`src/rtl/i2c_master_tx_sequencer.sv`:
```
// rtl/i2c_master_tx_sequencer.sv - I2C master write sequencer driving a bit-level write stage and ack stage
// Optional macro I2C_NACK_ABORT_EN: a NACK jumps straight to STOP instead of continuing the transfer.
module i2c_master_tx_sequencer (
    input  logic       clock,
    input  logic       reset,
    input  logic       start_req,
    input  logic [6:0] slave_addr,
    input  logic [3:0] byte_count,
    input  logic [7:0] tx_data,
    input  logic       tx_valid,
    output logic       tx_ready,
    output logic       busy,
    output logic       done,
    output logic       nack_err,
    output logic       wr_go,
    output logic [2:0] wr_command,
    output logic       wr_data,
    input  logic       wr_load,
    input  logic       wr_finish,
    output logic       ack_go,
    input  logic       ack_finish,
    input  logic       ack_bit
);

`ifdef I2C_NACK_ABORT_EN
    localparam bit NACK_ABORT = 1'b1;
`else
    localparam bit NACK_ABORT = 1'b0;
`endif

    localparam logic [2:0] CMD_IDLE  = 3'b000;
    localparam logic [2:0] CMD_START = 3'b001;
    localparam logic [2:0] CMD_DATA  = 3'b011;
    localparam logic [2:0] CMD_STOP  = 3'b100;

    typedef enum logic [2:0] {
        IDLE, START, ADDR, ADDR_ACK, FETCH, DATA, DATA_ACK, STOP
    } state_t;

    state_t     state, next_state;
    logic       releasing, next_releasing;
    logic [7:0] shreg;
    logic [3:0] remaining;
    logic       done_q, nack_q;

    logic accept_start, load_byte, shift_en, ack_sample, stop_end;

    assign wr_data  = shreg[7];
    assign done     = done_q;
    assign nack_err = nack_q;

    always_ff @(posedge clock) begin
        if (reset) begin
            state     <= IDLE;
            releasing <= 1'b0;
        end else begin
            state     <= next_state;
            releasing <= next_releasing;
        end
    end

    always_comb begin
        next_state     = state;
        next_releasing = releasing;
        busy           = (state != IDLE);
        tx_ready       = 1'b0;
        wr_go          = 1'b0;
        wr_command     = CMD_IDLE;
        ack_go         = 1'b0;
        accept_start   = 1'b0;
        load_byte      = 1'b0;
        shift_en       = 1'b0;
        ack_sample     = 1'b0;
        stop_end       = 1'b0;
        case (state)
            IDLE: begin
                if (start_req) begin
                    accept_start = 1'b1;
                    next_state   = START;
                end
            end
            START, ADDR, DATA, STOP: begin
                // Each command: ISSUE until wr_finish rises, then RELEASE until it falls.
                wr_go    = !releasing;
                shift_en = (state == ADDR) || (state == DATA);
                case (state)
                    START:   wr_command = CMD_START;
                    STOP:    wr_command = CMD_STOP;
                    default: wr_command = CMD_DATA;
                endcase
                if (!releasing) begin
                    if (wr_finish) next_releasing = 1'b1;
                end else if (!wr_finish) begin
                    next_releasing = 1'b0;
                    case (state)
                        START: next_state = ADDR;
                        ADDR:  next_state = ADDR_ACK;
                        DATA:  next_state = DATA_ACK;
                        default: begin
                            next_state = IDLE;
                            stop_end   = 1'b1;
                        end
                    endcase
                end
            end
            ADDR_ACK, DATA_ACK: begin
                ack_go = 1'b1;
                if (ack_finish) begin
                    ack_sample = 1'b1;
                    if ((ack_bit && NACK_ABORT) || (remaining == 4'd0))
                        next_state = STOP;
                    else
                        next_state = FETCH;
                end
            end
            FETCH: begin
                tx_ready = 1'b1;
                if (tx_valid) begin
                    load_byte  = 1'b1;
                    next_state = DATA;
                end
            end
            default: next_state = IDLE;
        endcase
    end

    always_ff @(posedge clock) begin
        if (reset) begin
            shreg     <= 8'd0;
            remaining <= 4'd0;
            done_q    <= 1'b0;
            nack_q    <= 1'b0;
        end else begin
            done_q <= stop_end;
            if (accept_start) begin
                shreg     <= {slave_addr, 1'b0};
                remaining <= byte_count;
                nack_q    <= 1'b0;
            end else if (load_byte) begin
                shreg     <= tx_data;
                remaining <= remaining - 4'd1;
            end else if (shift_en && wr_load) begin
                shreg <= {shreg[6:0], 1'b0};
            end
            if (ack_sample && ack_bit)
                nack_q <= 1'b1;
        end
    end

endmodule

```
`config.mk`:
```
export PLATFORM = sky130hd
export DESIGN_NAME = i2c_master_tx_sequencer
export DESIGN_NICKNAME = d
export VERILOG_FILES = /design/src/rtl/i2c_master_tx_sequencer.sv
export SDC_FILE = /design/constraint.sdc
export NUM_CORES = 1
export LEC_CHECK = 0
export BUFFER_PORTS_ARGS = -buffer_cell sky130_fd_sc_hd__buf_2
export CAP_MARGIN = 20
export CORE_MARGIN = 4
export CORE_UTILIZATION = 49
export DETAILED_ROUTE_END_ITERATION = 8
export GPL_TIMING_DRIVEN = 0
export PLACE_DENSITY_LB_ADDON = 0.12
export SETUP_SLACK_MARGIN = 0.3
export SYNTH_ARGS = -nofsm -noshare
export SYNTH_HDL_FRONTEND = slang
export SYNTH_SLANG_ARGS = --single-unit
```
`constraint.sdc`:
```
create_clock -name clock -period 2 [get_ports clock]
set_clock_uncertainty 0.05 [all_clocks]
set_input_delay 0.4 -clock clock [delete_from_list [all_inputs] [get_ports clock]]
set_output_delay 0.4 -clock clock [all_outputs]
set_load 0.02 [all_outputs]
```
==> flow_metrics.env <==
export IMPL_power_density_nw_per_um2=577
export IMPL_nNetsFinal=212
export IMPL_synth_nets=161
export IMPL_final_util_pct=73.1
export IMPL_synth_most_common_cell="dfxtp_1"
export IMPL_start_kind="register"
export IMPL_synthCells=132
export IMPL_vias=1178
export IMPL_clock_path_buffers=2
export IMPL_die_area_um2=3120
export IMPL_numCtsBuffers=3
export IMPL_p_leak_nw=0.691
export IMPL_worstPathBufferInverterCount=3
export IMPL_ys_top_cells_by_area="dfxtp_1, mux2i_1, a32o_1"
export IMPL_globalRouteOverflowTotal=0
export IMPL_finalPower_uw=924
export IMPL_die_y_um=55.9
export IMPL_critPathMaxFanout=8
export IMPL_synth_seq_area_share_pct=32.1
export IMPL_first_pass_iters=4
export IMPL_async_flop_share_pct=0
export IMPL_design_area_um2=1600
export IMPL_antenna_found_initial=0
export IMPL_drtIter0Drc=34
export IMPL_critPathCaptureType="output pin"
export IMPL_outcome="complete, no violations"
export IMPL_worstPathCellList="buf_6 -> clkbuf_16 -> xnor2_2 -> nor2_2 -> buf_4"
export IMPL_post_route_period_util_pct=90.1
export IMPL_synthToLayoutAreaGrowth_pct=42.5
export IMPL_synth_top_area_cell="dfxtp_1"
export IMPL_setup_violations=0
export IMPL_place_congestion=0.869
export IMPL_io_pin_count=37
export IMPL_rsz0062_at_grt="true"
export IMPL_grt_use_total_pct=19.2
export IMPL_synth_edf_count=0
export IMPL_hold_buffers=0
export IMPL_synth_top_area_share_pct=32.1
export IMPL_drc_errors=0
export IMPL_portBuffers=36
export IMPL_place_inst=196
export IMPL_clock_latency_ps=310
export IMPL_slew_violations=0
export IMPL_slew_headroom_pct=65.2
export IMPL_cp_arrival_ps=1350
export IMPL_row_count=17
export IMPL_slowest_delay_ps=350
export IMPL_cts_clk_slew_worst_paths_ps=120
export IMPL_routedWlPerCell_um=14.9
export IMPL_tightestPinTransition_ps=522
export IMPL_yosys_warnings=0
export IMPL_cts_sinks=18
export IMPL_drive_gt1_share_pct=44.0
export IMPL_cpMaxStageDelayCell="dfxtp_2"
export IMPL_grt_pass1_vias=1053
export IMPL_core_um2=2190
export IMPL_setup_tns_ps=0
export IMPL_cp_required_ps=1550
export IMPL_grt_start_max_net_pins=11
export IMPL_ant_nets=0
export IMPL_cts_root_buf="clkbuf_4"
export IMPL_die_w_um=55.9
export IMPL_num_fill_cells=169
export IMPL_synth_flop_cell="dfxtp_1"
export IMPL_syn_area_per_cell_um2=8.51
export IMPL_initial_core_util_pct=51.3
export IMPL_vias_per_cell=5.61
export IMPL_path_class="reg -> out"
export IMPL_final_cells=210
export IMPL_ys_types=41
export IMPL_drt_wl_total_um=3120
export IMPL_min_period_ps=1800
export IMPL_cts_tree="yes"
export IMPL_dp_hpwl_um=2080
export IMPL_hp_class="in -> reg"
export IMPL_vdd_drop_max_uv=418
export IMPL_maxCapViolations=0
export IMPL_diodes=0
export IMPL_postPlaceCellArea_um2=1340
export IMPL_synth_seq_cells=18
export IMPL_h_tree_depth=1
export IMPL_cp_top_family="buffers and inverters"
export IMPL_timing_fmax_mhz=555
export IMPL_reg2reg_setup_slack_ps=210
export IMPL_finalHoldViolCount=0
export IMPL_grt_pass1_wl_um=4860
export IMPL_netlist_area_um2=1120
export IMPL_synth_commonest_cells="dfxtp_1, nand2_1, nor2_1"
==> path summary, 6_finish.rpt <==
path / from / to / depth (start not counted)
max reg2reg: state[2] / shreg[3] / 5
min reg2reg: shreg[7] / shreg[7] / 1
min: wr_finish / releasing / 3
max: state[0] / ack_go / 5
==> cells in the final DEF (no fill, tap or decap), types with 2 or more instances in the layout <==
cell type,instances
o2bb2ai_1,2
o22ai_1,3
buf_2,32
a2bb2oi_1,2
nand3_1,4
a32o_1,6
or2_0,5
inv_6,2
nor3_1,2
o21ai_0,2
mux2i_1,8
xnor2_2,2
inv_1,4
dfxtp_2,4
o31ai_1,3
buf_4,14
buf_6,6
xor2_1,2
nor3_2,2
nor2_1,9
a21o_1,2
clkbuf_4,3
a21oi_1,3
nor2_2,2
ha_1,2
nand2_1,10
a211oi_1,4
and3b_1,2
or2_4,2
dfxtp_1,13
==> where the power goes <==
group / switching, mW / internal (mW)
logic: 0.136 / 0.143
registers: 0.0170 / 0.384
clock network: 0.133 / 0.111
total: 0.285 / 0.639
==> metrics by stage <==
step / worst slack (ps) / hold slack, ps
after floorplan: 329 / 391
after global placement: 192 / 396
after detailed placement: 209 / 399
after CTS: 191 / 301
after global routing: 148 / 312
final: 198 / 300
==> worst min-delay path, delay by kind of cell <==
kind,cells,cell delay [ps]
buffers and inverters,1,100
muxes,1,60
and+or+nand+nor,1,80
==> metal layers <==
metal | track usage, % | vias to the layer above | wire, um
met2 | 31.8 | 40 | 1500
met1 | 24.9 | 543 | 1400
li1 | - | 590 | -
met4 | 7.46 | 0 | 37
met3 | 3.02 | 5 | 185
met5 | 0 | - | 0
==> area by class of cell <==
| type | instances | area, um^2 | share of cell area, % |
|---|---|---|---|
| inverter | 6 | 32.5 | 2.03 |
| timing repair buffer | 46 | 272 | 17.0 |
| sequential | 18 | 369 | 23.0 |
| buffer | 9 | 105 | 6.56 |
| tap | 28 | 35.0 | 2.19 |
| multi-input combinational | 99 | 752 | 47.0 |
| clock buffer | 4 | 36.3 | 2.27 |
==> cells by family after synthesis <==
group | count (synthesis) | synth area share, %
buffers and inverters | 15 | 6.68
XOR/XNOR | 5 | 3.90
multiplexers | 8 | 7.13
AO/OA/AOI/OAI | 34 | 23.8
AND/OR/NAND/NOR | 50 | 24.2
flip-flops | 18 | 32.1
adder cells (fa/ha/maj) | 2 | 2.23
==> flip-flops by register name (all words and copies together) (netlist names) <==
name and flops:
shreg 8, nack_err 1, releasing 1, remaining 4, done 1, state 3
==> timing repair <==
action / in CTS / in global routing
pin swaps: 6 / 7
gates resized for setup: 26 / 25
gates cloned: 1 / 0
setup buffers: 5 / 4
endpoints found under the setup margin: 15 / 21
No activity file was read; power rests on OpenSTA's default activity.
